### src/rtl/spi_master_ctrl.sv
// SPI mode-0 master controller.
// Sends one frame per command: {rw, addr, data} MSB first on mosi while
// collecting miso, then reports completion with a one-cycle rsp_valid pulse.
// Frame sequencing runs IDLE -> SHIFT -> HOLD -> DONE -> IDLE.
// All bus and handshake outputs come straight from registers.
module spi_master_ctrl #(
  parameter int DWIDTH       = 32,
  parameter int AWIDTH       = 12,
  parameter int NSLAVES      = 4,
  parameter int S_ADDR_WIDTH = $clog2(NSLAVES),
  parameter int CLK_DIV      = 2
) (
  input  logic                    clk,
  input  logic                    rst,
  input  logic                    cmd_valid,
  output logic                    cmd_ready,
  input  logic                    cmd_rw,
  input  logic [S_ADDR_WIDTH-1:0] cmd_slave,
  input  logic [AWIDTH-1:0]       cmd_addr,
  input  logic [DWIDTH-1:0]       cmd_wdata,
  output logic                    rsp_valid,
  output logic [DWIDTH-1:0]       rsp_rdata,
  output logic                    rsp_err,
  output logic                    busy,
  output logic                    sclk,
  output logic                    mosi,
  input  logic                    miso,
  output logic [NSLAVES-1:0]      cs_n
);

  localparam int FRAME = 1 + AWIDTH + DWIDTH;
  localparam int BW    = $clog2(FRAME);
  localparam int DW    = (CLK_DIV > 1) ? $clog2(CLK_DIV) : 1;

  localparam logic [BW-1:0] LAST_BIT = BW'(FRAME - 1);
  localparam logic [DW-1:0] LAST_DIV = DW'(CLK_DIV - 1);

  typedef enum logic [1:0] {
    IDLE,
    SHIFT,
    HOLD,
    DONE
  } state_t;

  state_t              state_q;
  logic [BW-1:0]       bit_cnt_q;
  logic [DW-1:0]       div_cnt_q;
  logic                sclk_q;
  logic [NSLAVES-1:0]  cs_n_q;
  logic                cmd_ready_q;
  logic                busy_q;
  logic                rsp_valid_q;
  logic                rsp_err_q;
  logic [DWIDTH-1:0]   rsp_rdata_q;
  logic [FRAME-1:0]    tx_q;       // outgoing frame, MSB drives mosi
  logic [DWIDTH-1:0]   rx_q;       // last DWIDTH miso samples
  logic                rw_q;
  logic                err_q;

  logic [FRAME-1:0]    frame_d;
  logic                slave_ok_d;
  logic [NSLAVES-1:0]  cs_n_d;
  logic [DWIDTH-1:0]   rx_d;
  logic [DWIDTH-1:0]   rdata_d;

  // Decode the incoming command and the datapath next values.
  always_comb begin
    // NOTE: every always_comb output gets a default first so no path can leave it unassigned and infer a latch.
    frame_d    = {cmd_rw, cmd_addr, (cmd_rw ? cmd_wdata : {DWIDTH{1'b0}})};
    slave_ok_d = (int'(cmd_slave) < NSLAVES);
    cs_n_d     = '1;
    for (int i = 0; i < NSLAVES; i++) begin
      if (slave_ok_d && (int'(cmd_slave) == i)) cs_n_d[i] = 1'b0;
    end
    rx_d       = {rx_q[DWIDTH-2:0], miso};
    rdata_d    = (!rw_q && !err_q) ? rx_q : '0;
  end

  // Frame sequencer: state, SCLK divider, shift registers and registered outputs.
  always_ff @(posedge clk) begin
    if (rst) begin
      // NOTE: the shift registers are ordinary flops, so clearing them here is cheap and keeps mosi/rsp_rdata defined after reset.
      state_q     <= IDLE;
      bit_cnt_q   <= '0;
      div_cnt_q   <= '0;
      sclk_q      <= 1'b0;
      cs_n_q      <= '1;
      cmd_ready_q <= 1'b0;
      busy_q      <= 1'b0;
      rsp_valid_q <= 1'b0;
      rsp_err_q   <= 1'b0;
      rsp_rdata_q <= '0;
      tx_q        <= '0;
      rx_q        <= '0;
      rw_q        <= 1'b0;
      err_q       <= 1'b0;
    end else begin
      // NOTE: non-blocking assignments make every register update from pre-edge values, regardless of statement order.
      case (state_q)
        IDLE: begin
          cmd_ready_q <= 1'b1;
          busy_q      <= 1'b0;
          rsp_valid_q <= 1'b0;
          if (cmd_valid && cmd_ready_q) begin
            state_q     <= SHIFT;
            cmd_ready_q <= 1'b0;
            busy_q      <= 1'b1;
            tx_q        <= frame_d;
            rw_q        <= cmd_rw;
            err_q       <= !slave_ok_d;
            cs_n_q      <= cs_n_d;
            bit_cnt_q   <= '0;
            div_cnt_q   <= '0;
            sclk_q      <= 1'b0;
          end
        end

        SHIFT: begin
          if (div_cnt_q != LAST_DIV) begin
            div_cnt_q <= div_cnt_q + DW'(1);
          end else begin
            div_cnt_q <= '0;
            if (!sclk_q) begin
              // Rising SCLK edge: the slave samples mosi, we sample miso.
              sclk_q <= 1'b1;
              rx_q   <= rx_d;
            end else begin
              // Falling SCLK edge: advance to the next bit or finish the frame.
              sclk_q <= 1'b0;
              if (bit_cnt_q == LAST_BIT) begin
                state_q <= HOLD;
                tx_q    <= '0;
              end else begin
                bit_cnt_q <= bit_cnt_q + BW'(1);
                tx_q      <= {tx_q[FRAME-2:0], 1'b0};
              end
            end
          end
        end

        HOLD: begin
          if (div_cnt_q != LAST_DIV) begin
            div_cnt_q <= div_cnt_q + DW'(1);
          end else begin
            div_cnt_q   <= '0;
            state_q     <= DONE;
            cs_n_q      <= '1;
            rsp_valid_q <= 1'b1;
            rsp_err_q   <= err_q;
            rsp_rdata_q <= rdata_d;
          end
        end

        DONE: begin
          state_q     <= IDLE;
          rsp_valid_q <= 1'b0;
          cmd_ready_q <= 1'b1;
          busy_q      <= 1'b0;
          bit_cnt_q   <= '0;
        end

        default: state_q <= IDLE;
      endcase
    end
  end

  assign cmd_ready = cmd_ready_q;
  assign busy      = busy_q;
  assign rsp_valid = rsp_valid_q;
  assign rsp_err   = rsp_err_q;
  assign rsp_rdata = rsp_rdata_q;
  assign sclk      = sclk_q;
  assign mosi      = tx_q[FRAME-1];
  assign cs_n      = cs_n_q;

endmodule

### config.mk
export PLATFORM = sky130hd
export DESIGN_NAME = spi_master_ctrl
export DESIGN_NICKNAME = d
export VERILOG_FILES = /design/src/rtl/spi_master_ctrl.sv
export SDC_FILE = /design/constraint.sdc
export NUM_CORES = 1
export LEC_CHECK = 0
export CAP_MARGIN = 20
export CELL_PAD_IN_SITES_DETAIL_PLACEMENT = 0
export CELL_PAD_IN_SITES_GLOBAL_PLACEMENT = 1
export CORE_MARGIN = 5
export CORE_UTILIZATION = 52
export CTS_BUF_LIST = sky130_fd_sc_hd__clkbuf_8
export CTS_CLUSTER_DIAMETER = 40
export DETAILED_ROUTE_END_ITERATION = 10
export DONT_BUFFER_PORTS = 1
export PLACE_DENSITY_LB_ADDON = 0.1
export SLEW_MARGIN = 20
export SYNTH_ARGS = -nofsm -noshare
export SYNTH_HDL_FRONTEND = slang
export SYNTH_SLANG_ARGS = --single-unit
### constraint.sdc
create_clock -name clk -period 3.8 [get_ports clk]
set_input_delay 0.95 -clock clk [delete_from_list [all_inputs] [get_ports clk]]
set_output_delay 0.95 -clock clk [all_outputs]
set_load 0.005 [all_outputs]
==> load_flow_metrics.sql <==
INSERT INTO impl_metrics (metric_group, metric, value, unit) VALUES
('worst_setup_path', 'slowest_stage', 'a211oi_1', ''),
('global_route', 'number_of_global_route_vias_before_repair', '3837', ''),
('outcome', 'outcome', 'finished, final reports clean', ''),
('global_route', 'initial_antenna_violation_count', '0', ''),
('power_and_ir_drop', 'power.leakage', '0.00189', 'uW'),
('final_layout', 'layout.filler_cells', '933', ''),
('worst_setup_path', 'worstReg2RegEnd', 'bit_cnt_q[5]', ''),
('detailed_routing', 'routed_wire_length_per_instance', '15.0', 'um'),
('floorplan', 'dieWidth', '110', 'um'),
('place', 'place.detailed.instances', '704', ''),
('sta', 'post-route-period-util', '69.4', '%'),
('clock_network', 'clock_tree_from_tritoncts', 'yes', ''),
('detailed_routing', 'drt-vias-per-instance', '5.61', ''),
('clock_network', 'clock_insertion_delay_worst_skew', '0.42', 'ns'),
('worst_setup_path', 'worst-endpoint-arrival', '2.92', 'ns'),
('flow_run', 'timing.max_cap.violations', '0', ''),
('global_route', 'first_pass_grt_wire_length', '18.4', 'mm'),
('yosys', 'share_of_synthesized_area_occupied_by_flip_flops_and_latches', '49.0', '%'),
('global_route', 'grt_usage', '19.1', '%'),
('yosys', 'async_reset_ff_share', '0', '%'),
('sta', 'grt_setup_unrepaired', 'false', ''),
('detailed_routing', 'finalWirelength', '11.0', 'mm'),
('place', 'buffer_ports.inserted', '0', ''),
('detailed_routing', 'post-route-drc-count', '0', ''),
('floorplan', 'core_area', '9770', 'um2'),
('detailed_routing', 'final_antenna_net_count', '0', ''),
('final_layout', 'num_antenna_cells', '0', ''),
('final_layout', 'area_delta_synth_final', '6.99', '%'),
('worst_setup_path', 'timing.critical_path.required', '4.08', 'ns'),
('yosys', 'dominant_synthesized_flop_cell', 'dfxtp_1', ''),
('floorplan', 'floorplan.io_pins', '93', ''),
('place', 'post_dp_cell_area', '5190', 'um2'),
('final_layout', 'final_cell_count_no_fill', '735', ''),
('yosys', 'syn-mean-instance-area', '8.39', 'um2'),
('yosys', 'syn-instance-count', '619', ''),
('power_and_ir_drop', 'vdd_drop_max', '0.398', 'mV'),
('detailed_routing', 'dr.pass1.iters', '4', ''),
('worst_setup_path', 'worst-r2r-cell-count', '6', ''),
('sta', 'tmin_final', '2.64', 'ns'),
('worst_setup_path', 'setup.worst_path.end', 'bit_cnt_q[5]', ''),
('sta', 'final_max_tran_viols', '0', ''),
('final_layout', 'finalCoreUtilization', '56.8', '%'),
('sta', 'finalSetupTns', '0', 'ns'),
('clock_network', 'cts.repair.resized', '0', ''),
('yosys', 'post_synth_num_cell_types', '43', ''),
('final_layout', 'final_nets', '649', ''),
('sta', 'setup_viol', '0', ''),
('worst_setup_path', 'slowest_delay', '0.75', 'ns'),
('global_route', 'grt_max_degree', '130', ''),
('power_and_ir_drop', 'power_density', '701', 'nW/um2'),
('detailed_routing', '1st_iter_drt_viols', '330', ''),
('clock_network', 'cts_buffer_depth', '2', ''),
('yosys', 'syn_nets', '678', ''),
('worst_setup_path', 'reg2reg_setup_slack', '1.16', 'ns'),
('final_layout', 'final_layout_size_suffix_gt1_share', '6.81', '%'),
('yosys', 'synth_enable_flop_cells', '0', ''),
('worst_setup_path', 'startpoint', 'state_q[1]', ''),
('sta', 'finClkSkew', '0.00976', 'ns'),
('sta', 'worst-slew-pin-transition', '0.820', 'ns'),
('global_route', 'gr-usage-met2', '28.6', '%'),
('clock_network', 'cts.clk_slew.worst_paths', '0.06', 'ns'),
('sta', 'achievable-frequency', '379', 'MHz'),
('global_route', 'grt.met1_usage', '25.1', '%'),
('power_and_ir_drop', 'power', '3890', 'uW'),
('sta', 'hold_viol', '0', ''),
('yosys', 'mapped_cell_area', '5190', 'um2'),
('min_path', 'worstHoldPathType', 'reg -> reg', ''),
('worst_setup_path', 'cp_cell_sequence', 'inv_1 -> ha_1 -> inv_1 -> a211oi_1 -> a21boi_0 -> o32ai_1', ''),
('final_layout', 'design_area', '5560', 'um2'),
('worst_setup_path', 'reg2reg_from', 'state_q[1]', ''),
('worst_setup_path', 'critPathKind', 'reg -> reg', '');
how the worst min path moves through the flow:
| stage | cells past startpoint | to | slack [ns] | startpoint |
|---|---|---|---|---|
| finish | 2 | rx_q[31] | 0.45 | rx_q[31] |
| global route | 2 | rx_q[24] | 0.47 | rx_q[24] |
| CTS | 2 | rx_q[31] | 0.45 | rx_q[31] |
| detailed placement | 2 | rx_q[31] | 0.44 | rx_q[31] |
| global placement | 2 | rx_q[31] | 0.43 | rx_q[31] |
| floorplan | 2 | rx_q[31] | 0.43 | rx_q[31] |
placed cells by master, fill, tap and decap left out, types with 5 or more instances in the layout:
cell type	count
a311oi_1	13
nand2b_1	6
clkbuf_8	21
a211oi_1	35
nor3b_1	33
o21ai_0	6
nand3_1	5
dfxtp_1	127
ha_1	8
a22oi_1	31
nand2_1	90
buf_4	7
inv_1	10
nor2_1	88
a21oi_1	75
logic make-up after synthesis:
| logic type | share of synthesized area, % |
|---|---|
| multiplexers | 0.193 |
| other | 0.0722 |
| AO/OA/AOI/OAI | 22.4 |
| flip-flops | 49.0 |
| buffers and inverters | 4.82 |
| adder cells (fa/ha/maj) | 1.93 |
| AND/OR/NAND/NOR | 21.6 |
cells in the mapped netlist (all sizes together), types with 3 or more instances:
cell type | instances | share of area (%)
nand3 | 5 | 0.48
a311oi | 13 | 2.2
clkbuf | 38 | 2.7
nor3 | 4 | 0.60
nor2 | 88 | 6.4
a22oi | 31 | 4.5
buf | 17 | 1.6
nor2b | 4 | 0.48
a211oi | 35 | 5.1
nand4 | 3 | 0.36
a21oi | 75 | 7.2
nand2b | 6 | 0.72
dfxtp | 127 | 49
nor3b | 34 | 4.9
o21bai | 4 | 0.58
nand2 | 91 | 6.6
ha | 8 | 1.9
o21ai | 6 | 0.58
inv | 6 | 0.43
a21boi | 3 | 0.51
power breakdown:
part	switching [uW]	internal [uW]	total [uW]
clock network	476	569	1050
logic	720	401	1120
registers	150	1580	1730
total	1350	2550	3890
state kept, by name (all words and copies together) (netlist names), 2 cells and up:
name       cells
cs_n           4
rsp_rdata     32
state_q        2
tx_q          45
rx_q          32
bit_cnt_q      6
worst max-delay path, delay by kind of cell, from the launching register on:
family | cells | cell delay (ns)
flip-flops | 1 | 0.34
adder cells (fa/ha/maj) | 1 | 0.46
AO/OA/AOI/OAI | 3 | 1.21
buffers and inverters | 2 | 0.49
layer usage:
metal | wire length, um | part of all wire (%) | vias to the layer above
met1 | 5040 | 46 | 1920
met4 | 107 | 0.97 | 0
li1 | - | - | 2111
met2 | 5130 | 46 | 81
met5 | 0 | 0 | -
met3 | 757 | 6.9 | 10
cell type report:
type	count	area [um2]	area share [%]
clock buffers	21	289	5.20
clock inverters	10	72.6	1.31
inverters	6	22.5	0.405
multi-input cells	431	2410	43.4
flip-flops and latches	127	2540	45.8
well taps	133	166	2.99
repair buffers	7	52.6	0.946
per-stage QoR:
| step | setup WS (ns) | hold slack [ns] |
|---|---|---|
| global placement | 1.37 | 0.433 |
| global route | 0.868 | 0.474 |
| floorplan | 1.79 | 0.432 |
| CTS | 1.21 | 0.447 |
| detailed placement | 1.22 | 0.437 |
| finish | 1.16 | 0.449 |
No activity file was read; power rests on OpenSTA's default activity.
